<file path="config.mk">
export PLATFORM = sky130hd
export DESIGN_NAME = ubcd_scan_driver
export DESIGN_NICKNAME = d
export VERILOG_FILES = /design/src/rtl/ubcd_scan_driver.sv
export SDC_FILE = /design/constraint.sdc
export NUM_CORES = 1
export LEC_CHECK = 0
export CORE_UTILIZATION = 55
export CTS_BUF_LIST = sky130_fd_sc_hd__clkbuf_4
export CTS_CLUSTER_SIZE = 30
export DETAILED_ROUTE_END_ITERATION = 8
export PLACE_DENSITY = 0.79
export SLEW_MARGIN = 10
export SYNTH_ARGS = -nofsm -noshare
export SYNTH_HDL_FRONTEND = slang
export SYNTH_SLANG_ARGS = --single-unit
</file>
<file path="constraint.sdc">
create_clock -name clk -period 2.35 [get_ports clk]
set_input_delay 0.235 -clock clk [delete_from_list [all_inputs] [get_ports clk]]
set_output_delay 0.235 -clock clk [all_outputs]
set_load 0.01 [all_outputs]
</file>
<file path="src/rtl/ubcd_scan_driver.sv">
// ubcd_scan_driver
//   Multiplexed N-digit 7-segment display driver. Holds one 8-bit code per digit
//   (BCD or ASCII), scans the digits from most to least significant and time-shares a
//   single combinational BCD/ASCII segment decoder between them. Adds leading-zero ripple
//   blanking, an anti-ghost dead cycle at the start of every slot, and a frame strobe.
//
// Parameters
//   DIGITS    number of digits scanned (2..16)
//   PRESCALE  clock cycles per digit slot, including the dead cycle (>= 4)
//   AW        write-address width, derived from DIGITS (do not override)
//
// Ports
//   clk     rising-edge clock
//   rst_n   asynchronous reset, active-low
//   we      write strobe; captures wdata into digit waddr on the same edge
//   waddr   digit index, 0 = LSD; addresses >= DIGITS are ignored
//   wdata   [7] = ASCII mode, [6:0] = code (BCD mode uses [3:0])
//   rbz     1 = suppress leading zeros in BCD digits
//   lt_n    0 = lamp test, every scanned digit shows all segments lit
//   blank   1 = force seg to 0 (scan keeps running)
//   blink   (only with UBCD_SCAN_BLINK_EN) per-digit blink enable
//   seg     {g,f,e,d,c,b,a}, active-high, registered
//   dig     one-hot digit enable, active-high, registered
//   frame   one-cycle pulse on the first cycle of the slot of digit 0
//
// Configuration
//   UBCD_SCAN_BLINK_EN  adds the blink port and a 5-bit frame counter; a digit with
//                       blink[i]=1 is dark while frame_cnt[4]=1.
//
// Decoder notes
//   BLANK has the highest priority, then lamp test, then the glyph. Ripple-blank out (RBO)
//   depends only on RBI and the code, so blanked, lamp-tested or blinked digits still
//   propagate it. BCD values 10..15 show no segments.

module ubcd_scan_driver #(
    parameter int unsigned DIGITS   = 4,
    parameter int unsigned PRESCALE = 1000,
    parameter int unsigned AW       = (DIGITS > 1) ? $clog2(DIGITS) : 1
) (
    input  logic              clk,
    input  logic              rst_n,
    input  logic              we,
    input  logic [AW-1:0]     waddr,
    input  logic [7:0]        wdata,
    input  logic              rbz,
    input  logic              lt_n,
    input  logic              blank,
`ifdef UBCD_SCAN_BLINK_EN
    input  logic [DIGITS-1:0] blink,
`endif
    output logic [6:0]        seg,
    output logic [DIGITS-1:0] dig,
    output logic              frame
);

    localparam int unsigned   PW     = $clog2(PRESCALE);
    localparam logic [PW-1:0] P_LAST = PW'(PRESCALE - 1);
    localparam logic [AW-1:0] S_LAST = AW'(DIGITS - 1);

    // Segment glyphs, {g,f,e,d,c,b,a}
    function automatic logic [6:0] bcd_glyph(input logic [3:0] v);
        logic [6:0] g;
        unique case (v)
            4'd0:    g = 7'h3F;
            4'd1:    g = 7'h06;
            4'd2:    g = 7'h5B;
            4'd3:    g = 7'h4F;
            4'd4:    g = 7'h66;
            4'd5:    g = 7'h6D;
            4'd6:    g = 7'h7D;
            4'd7:    g = 7'h07;
            4'd8:    g = 7'h7F;
            4'd9:    g = 7'h6F;
            default: g = 7'h00;
        endcase
        return g;
    endfunction

    function automatic logic [6:0] ascii_glyph(input logic [6:0] c);
        logic [6:0] g;
        if (c >= 7'h30 && c <= 7'h39) begin
            g = bcd_glyph(c[3:0]);
        end else begin
            unique case (c)
                7'h41, 7'h61: g = 7'h77;  // A
                7'h42, 7'h62: g = 7'h7C;  // b
                7'h43, 7'h63: g = 7'h39;  // C
                7'h44, 7'h64: g = 7'h5E;  // d
                7'h45, 7'h65: g = 7'h79;  // E
                7'h46, 7'h66: g = 7'h71;  // F
                7'h2D:        g = 7'h40;  // -
                7'h5F:        g = 7'h08;  // _
                default:      g = 7'h00;
            endcase
        end
        return g;
    endfunction

    // State
    logic [PW-1:0]     presc_q, presc_d;
    logic [AW-1:0]     slot_q, slot_d;
    logic [7:0]        code_q [DIGITS];
    logic [7:0]        latch_q, latch_d;
    logic              flag_q, flag_d;
    logic [6:0]        seg_q, seg_d;
    logic [DIGITS-1:0] dig_q, dig_d;
    logic              frame_q, frame_d;
    logic              blink_off;

    logic              presc_last;
    logic              dead;
    logic [6:0]        dec_d;
    logic [3:0]        dec_bcd;
    logic              dec_ascii;
    logic              rbi;
    logic              rbo;
    logic [6:0]        dec_seg;

    assign presc_last = (presc_q == P_LAST);
    assign dead       = (presc_q == '0);

    // Scan timing
    always_comb begin
        presc_d = presc_last ? '0 : presc_q + 1'b1;
        slot_d  = slot_q;
        if (presc_last) begin
            slot_d = (slot_q == '0) ? S_LAST : slot_q - 1'b1;
        end
        // The slot latch is loaded on the dead cycle so a write during the lit part of the
        // slot never changes the digit currently shown.
        latch_d = dead ? code_q[slot_q] : latch_q;
    end

    // Decoder pin drive: the decoder reads BCD bits A,B,C,D from pins D0,D6,D5,D1, so the
    // nibble is routed onto those pins; ASCII codes drive D0..D6 straight.
    always_comb begin
        dec_d = latch_q[6:0];
        if (!latch_q[7]) begin
            dec_d = {latch_q[1], latch_q[2], 3'b000, latch_q[3], latch_q[0]};
        end
    end

    assign dec_ascii = latch_q[7];
    assign dec_bcd   = {dec_d[1], dec_d[5], dec_d[6], dec_d[0]};

    // Digit 0 never takes RBI so an all-zero display still shows one "0".
    assign rbi = (slot_q != '0) && ((rbz && (slot_q == S_LAST)) || flag_q);
    assign rbo = rbi && !dec_ascii && (dec_bcd == 4'd0);

    always_comb begin
        if (blank) begin
            dec_seg = 7'h00;
        end else if (!lt_n) begin
            dec_seg = 7'h7F;
        end else if (dec_ascii) begin
            dec_seg = ascii_glyph(dec_d);
        end else if (rbo) begin
            dec_seg = 7'h00;
        end else begin
            dec_seg = bcd_glyph(dec_bcd);
        end
    end

    // Ripple flag carries RBO from the end of one slot into the next, less significant one.
    always_comb begin
        flag_d = flag_q;
        if (!rbz) begin
            flag_d = 1'b0;
        end else if (presc_last) begin
            flag_d = rbo;
        end
    end

    always_comb begin
        seg_d   = (dead || blink_off) ? 7'h00 : dec_seg;
        dig_d   = dead ? '0 : (DIGITS'(1) << slot_q);
        frame_d = dead && (slot_q == '0);
    end

`ifdef UBCD_SCAN_BLINK_EN
    logic [4:0] frame_cnt_q;

    always_ff @(posedge clk or negedge rst_n) begin
        if (!rst_n) begin
            frame_cnt_q <= '0;
        end else if (frame_d) begin
            frame_cnt_q <= frame_cnt_q + 5'd1;
        end
    end

    assign blink_off = blink[slot_q] && frame_cnt_q[4];
`else
    assign blink_off = 1'b0;
`endif

    always_ff @(posedge clk or negedge rst_n) begin
        if (!rst_n) begin
            for (int i = 0; i < DIGITS; i++) begin
                code_q[i] <= '0;
            end
        end else if (we && (32'(waddr) < DIGITS)) begin
            code_q[waddr] <= wdata;
        end
    end

    always_ff @(posedge clk or negedge rst_n) begin
        if (!rst_n) begin
            presc_q <= '0;
            slot_q  <= S_LAST;
            latch_q <= '0;
            flag_q  <= 1'b0;
            seg_q   <= '0;
            dig_q   <= '0;
            frame_q <= 1'b0;
        end else begin
            presc_q <= presc_d;
            slot_q  <= slot_d;
            latch_q <= latch_d;
            flag_q  <= flag_d;
            seg_q   <= seg_d;
            dig_q   <= dig_d;
            frame_q <= frame_d;
        end
    end

    assign seg   = seg_q;
    assign dig   = dig_q;
    assign frame = frame_q;

endmodule

</file>
==> results_dict.tcl <==
set metrics [dict create \
    wirelength_um 7090 \
    synth_mux_area_frac 0.199 \
    pin_count 28 \
    insertion_delay_ps 410 \
    grt_usage 0.249 \
    stdcell_area_mm2 0.00412 \
    synth-async-reset-ratio 1.00 \
    drv_slew 0 \
    netlist_area_mm2 0.00353 \
    timing.fmax_mhz 447 \
    met3WireLength_um 340 \
    cp_data_required_time_ps 2650 \
    crit_path_end_kind "register" \
    setup_ws_ps 110 \
    die_area_mm2 0.00674 \
    dieHeight_um 82.1 \
    cts_setup_buffers 0 \
    drtIter0Drc 164 \
    setup_viol 0 \
    synth-seq-area-share 0.462 \
    pre_cts_slack_ps 143 \
    core-area_mm2 0.00606 \
    io_buffers 27 \
    synth-edff-count 0 \
    critPathArrivalTime_ps 2540 \
    synth_seq_cells 65 \
    power_density_mw_per_mm2 567 \
    path_class "register to register" \
    cp_cell_sequence "nand2b_1, a21boi_2, ha_1, a221oi_2, nor2_2, or4_1, o2bb2ai_1" \
    p_leak_nw 1.75 \
    startpoint_type "register" \
    hold_viol_final 0 \
    fin_crit_sh 0.953 \
    slowest_delay_ps 560 \
    nFillCells 483 \
    synth_top_area_cell "dfrtp_1" \
    cts_buffers 9 \
    num-nets-final 380 \
    synth_top_family_by_area "multiplexers" \
    antenna_left 0 \
    synth.top_cell.area_share 0.447 \
    row_count 28 \
    top_layer "met4" \
    worstPathMaxFanout 8 \
    multiInputGateArea_mm2 0.00180 \
    synthAdderAreaFrac 0.0567 \
    grt_pass1_wl_um 12300 \
    antenna_found_initial 0 \
    synthFlopType "dfrtp_1" \
    worstHoldPathType "input port to async pin" \
    path_clk_slew_ps 110 \
    first_pass_iters 4 \
    layout.cells.non_filler 428 \
    wl_per_cell_um 16.6 \
    layout-drive-gt1-share 0.272 \
    maxCapViolations 0 \
    synthXorXnorAreaFrac 0.0199 \
    rsz0062_at_grt "false" \
    place_hpwl_um 5290 \
    place_area_mm2 0.00397 \
    timing.rr.start "latch_q[7]" \
    grt_pass1_vias 2541 \
    yosysWarningCount 0 \
    synth_area_leaders "dfrtp_1 (45%), mux2_2 (13%), ha_1 (5.7%)" \
    vias 2525 \
    yosys.cell_types.count 50 \
    syn_area_per_cell_um2 11.7 \
    syn_nets 334 \
    tns_ps 0 \
    status "complete, no violations" \
    min_period_ps 2240 \
    grt.overflow.total 0 \
    numClockSinks 65 \
    cp_slowest_cell "or4_1" \
    initial_core_util 0.582 \
    netlist_instances 302 \
    antennaDiodeCount 0 \
    cts_tree "done" \
    tightestPinTransition_ps 668 \
    areaGrowthSynthToFinish_pct 16.8 \
    gp_congestion 0.933 \
    die_w_um 82.1 \
    clockBufferDepth 2 \
    fin_skew_ps 9.77 \
    cts_root_buf "clkbuf_4" \
    drc 0 \
    wl_met1_um 3040 \
    maxSlewHeadroom 0.555 \
    r2r_slack_ps 110 \
    htree_levels 3 \
    grt_max_degree 32 \
    place_inst 411 \
    synth-simple-area-share 0.139 \
    post_drt_via_cell_ratio 5.90 \
    reg2regPathDepth 7 \
    r2r-end "seg[3]" \
    peakVddDrop_mv 0.619 \
    seq_area_mm2 0.00163 \
    synth_compound_area_frac 0.0922 \
    wl_met2_um 3560 \
]
-- worst max-delay path by stage --
stage	start	endpoint	slack, ps	cells past startpoint
CTS	latch_q[7]	seg[3]	130	9
detailed placement	latch_q[7]	seg[3]	140	9
global placement	latch_q[7]	seg[3]	230	9
finish	latch_q[7]	seg[3]	110	7
floorplan	latch_q[7]	seg[3]	40	9
global route	latch_q[7]	seg[3]	7	8
-- layer usage --
layer  up-vias  global-route usage
met1      1230               0.318
met2        88               0.406
met3        16              0.0681
met4         0              0.0912
met5         -                   0
li1       1191                   -
-- cells in the final DEF (no fill, tap or decap), drive strengths merged, types with 3 or more instances in the layout --
cell,netlist,final
buf,7,20
a31oi,3,3
nor3,5,5
nand3b,4,4
nand3,6,6
ha,16,16
nand2b,6,6
inv,11,11
nor4,3,3
clkbuf,5,9
dfrtp,63,63
xnor2,4,4
a21boi,5,5
clkdlybuf4s50,0,26
xor2,4,4
o21ai,9,9
mux4,8,8
o22ai,6,6
mux2,40,40
nand2,12,12
and2,4,4
nor2b,7,7
a21oi,14,14
and3,3,3
mux2i,7,7
o221ai,3,3
a221oi,3,3
clkinv,0,5
nor2,21,21
-- cells in the mapped netlist, drive strengths merged, types with 7 or more instances --
cell type,n
dfrtp,63
nor2,21
a21oi,14
inv,11
mux4,8
buf,7
nand2,12
nor2b,7
o21ai,9
ha,16
mux2i,7
mux2,40
-- sequential cells by signal, indices dropped and copies added, names as in the netlist --
| name | flops |
|---|---|
| latch_q | 8 |
| code_q | 32 |
| flag_q | 1 |
| frame | 1 |
| slot_q | 2 |
| presc_q | 10 |
| dig | 4 |
| seg | 7 |
-- cell type report --
| type | count | share of cell area |
|---|---|---|
| clock buffers | 9 | 0.0164 |
| clock inverters | 7 | 0.0173 |
| well taps | 75 | 0.0228 |
| multi-input cells | 214 | 0.437 |
| repair buffers | 47 | 0.101 |
| inverters | 11 | 0.0100 |
| flip-flops and latches | 65 | 0.395 |
-- stage by stage --
stage | hold WS, ps | power, mW | utilization
after global placement | 296 | 1.60 | 0.655
after CTS | 382 | 2.36 | 0.679
final | 380 | 2.34 | 0.680
after detailed placement | 303 | 1.63 | 0.655
after floorplan | -60.6 | 1.49 | -
after global routing | 412 | 2.46 | 0.680
-- timing repair --
item,in CTS,in global routing
hold endpoints to repair,27,0
setup endpoints to repair,0,1
gates resized for setup,0,1
hold buffers,1,0
-- report_power, final --
part / internal (mW) / switching, mW
sequential: 1.23 / 0.0567
combinational: 0.187 / 0.123
clock: 0.322 / 0.415
total: 1.74 / 0.595
-- critical path: cells and delay by family, from the launching register on --
family | cells | cell delay (ps)
AO/OA/AOI/OAI | 3 | 600
adder cells (fa/ha/maj) | 1 | 210
flip-flops | 1 | 440
AND/OR/NAND/NOR | 3 | 890
-- kinds of logic (layout without fill, tap and decap cells) --
| kind of cell | count (synthesis) | count (layout) |
|---|---|---|
| AO/OA/AOI/OAI | 51 | 51 |
| XOR/XNOR | 8 | 8 |
| adder cells (fa/ha/maj) | 16 | 16 |
| buffers and inverters | 23 | 74 |
| flip-flops | 65 | 65 |
| multiplexers | 55 | 55 |
| AND/OR/NAND/NOR | 84 | 84 |
(Power assumes the default switching activity.)
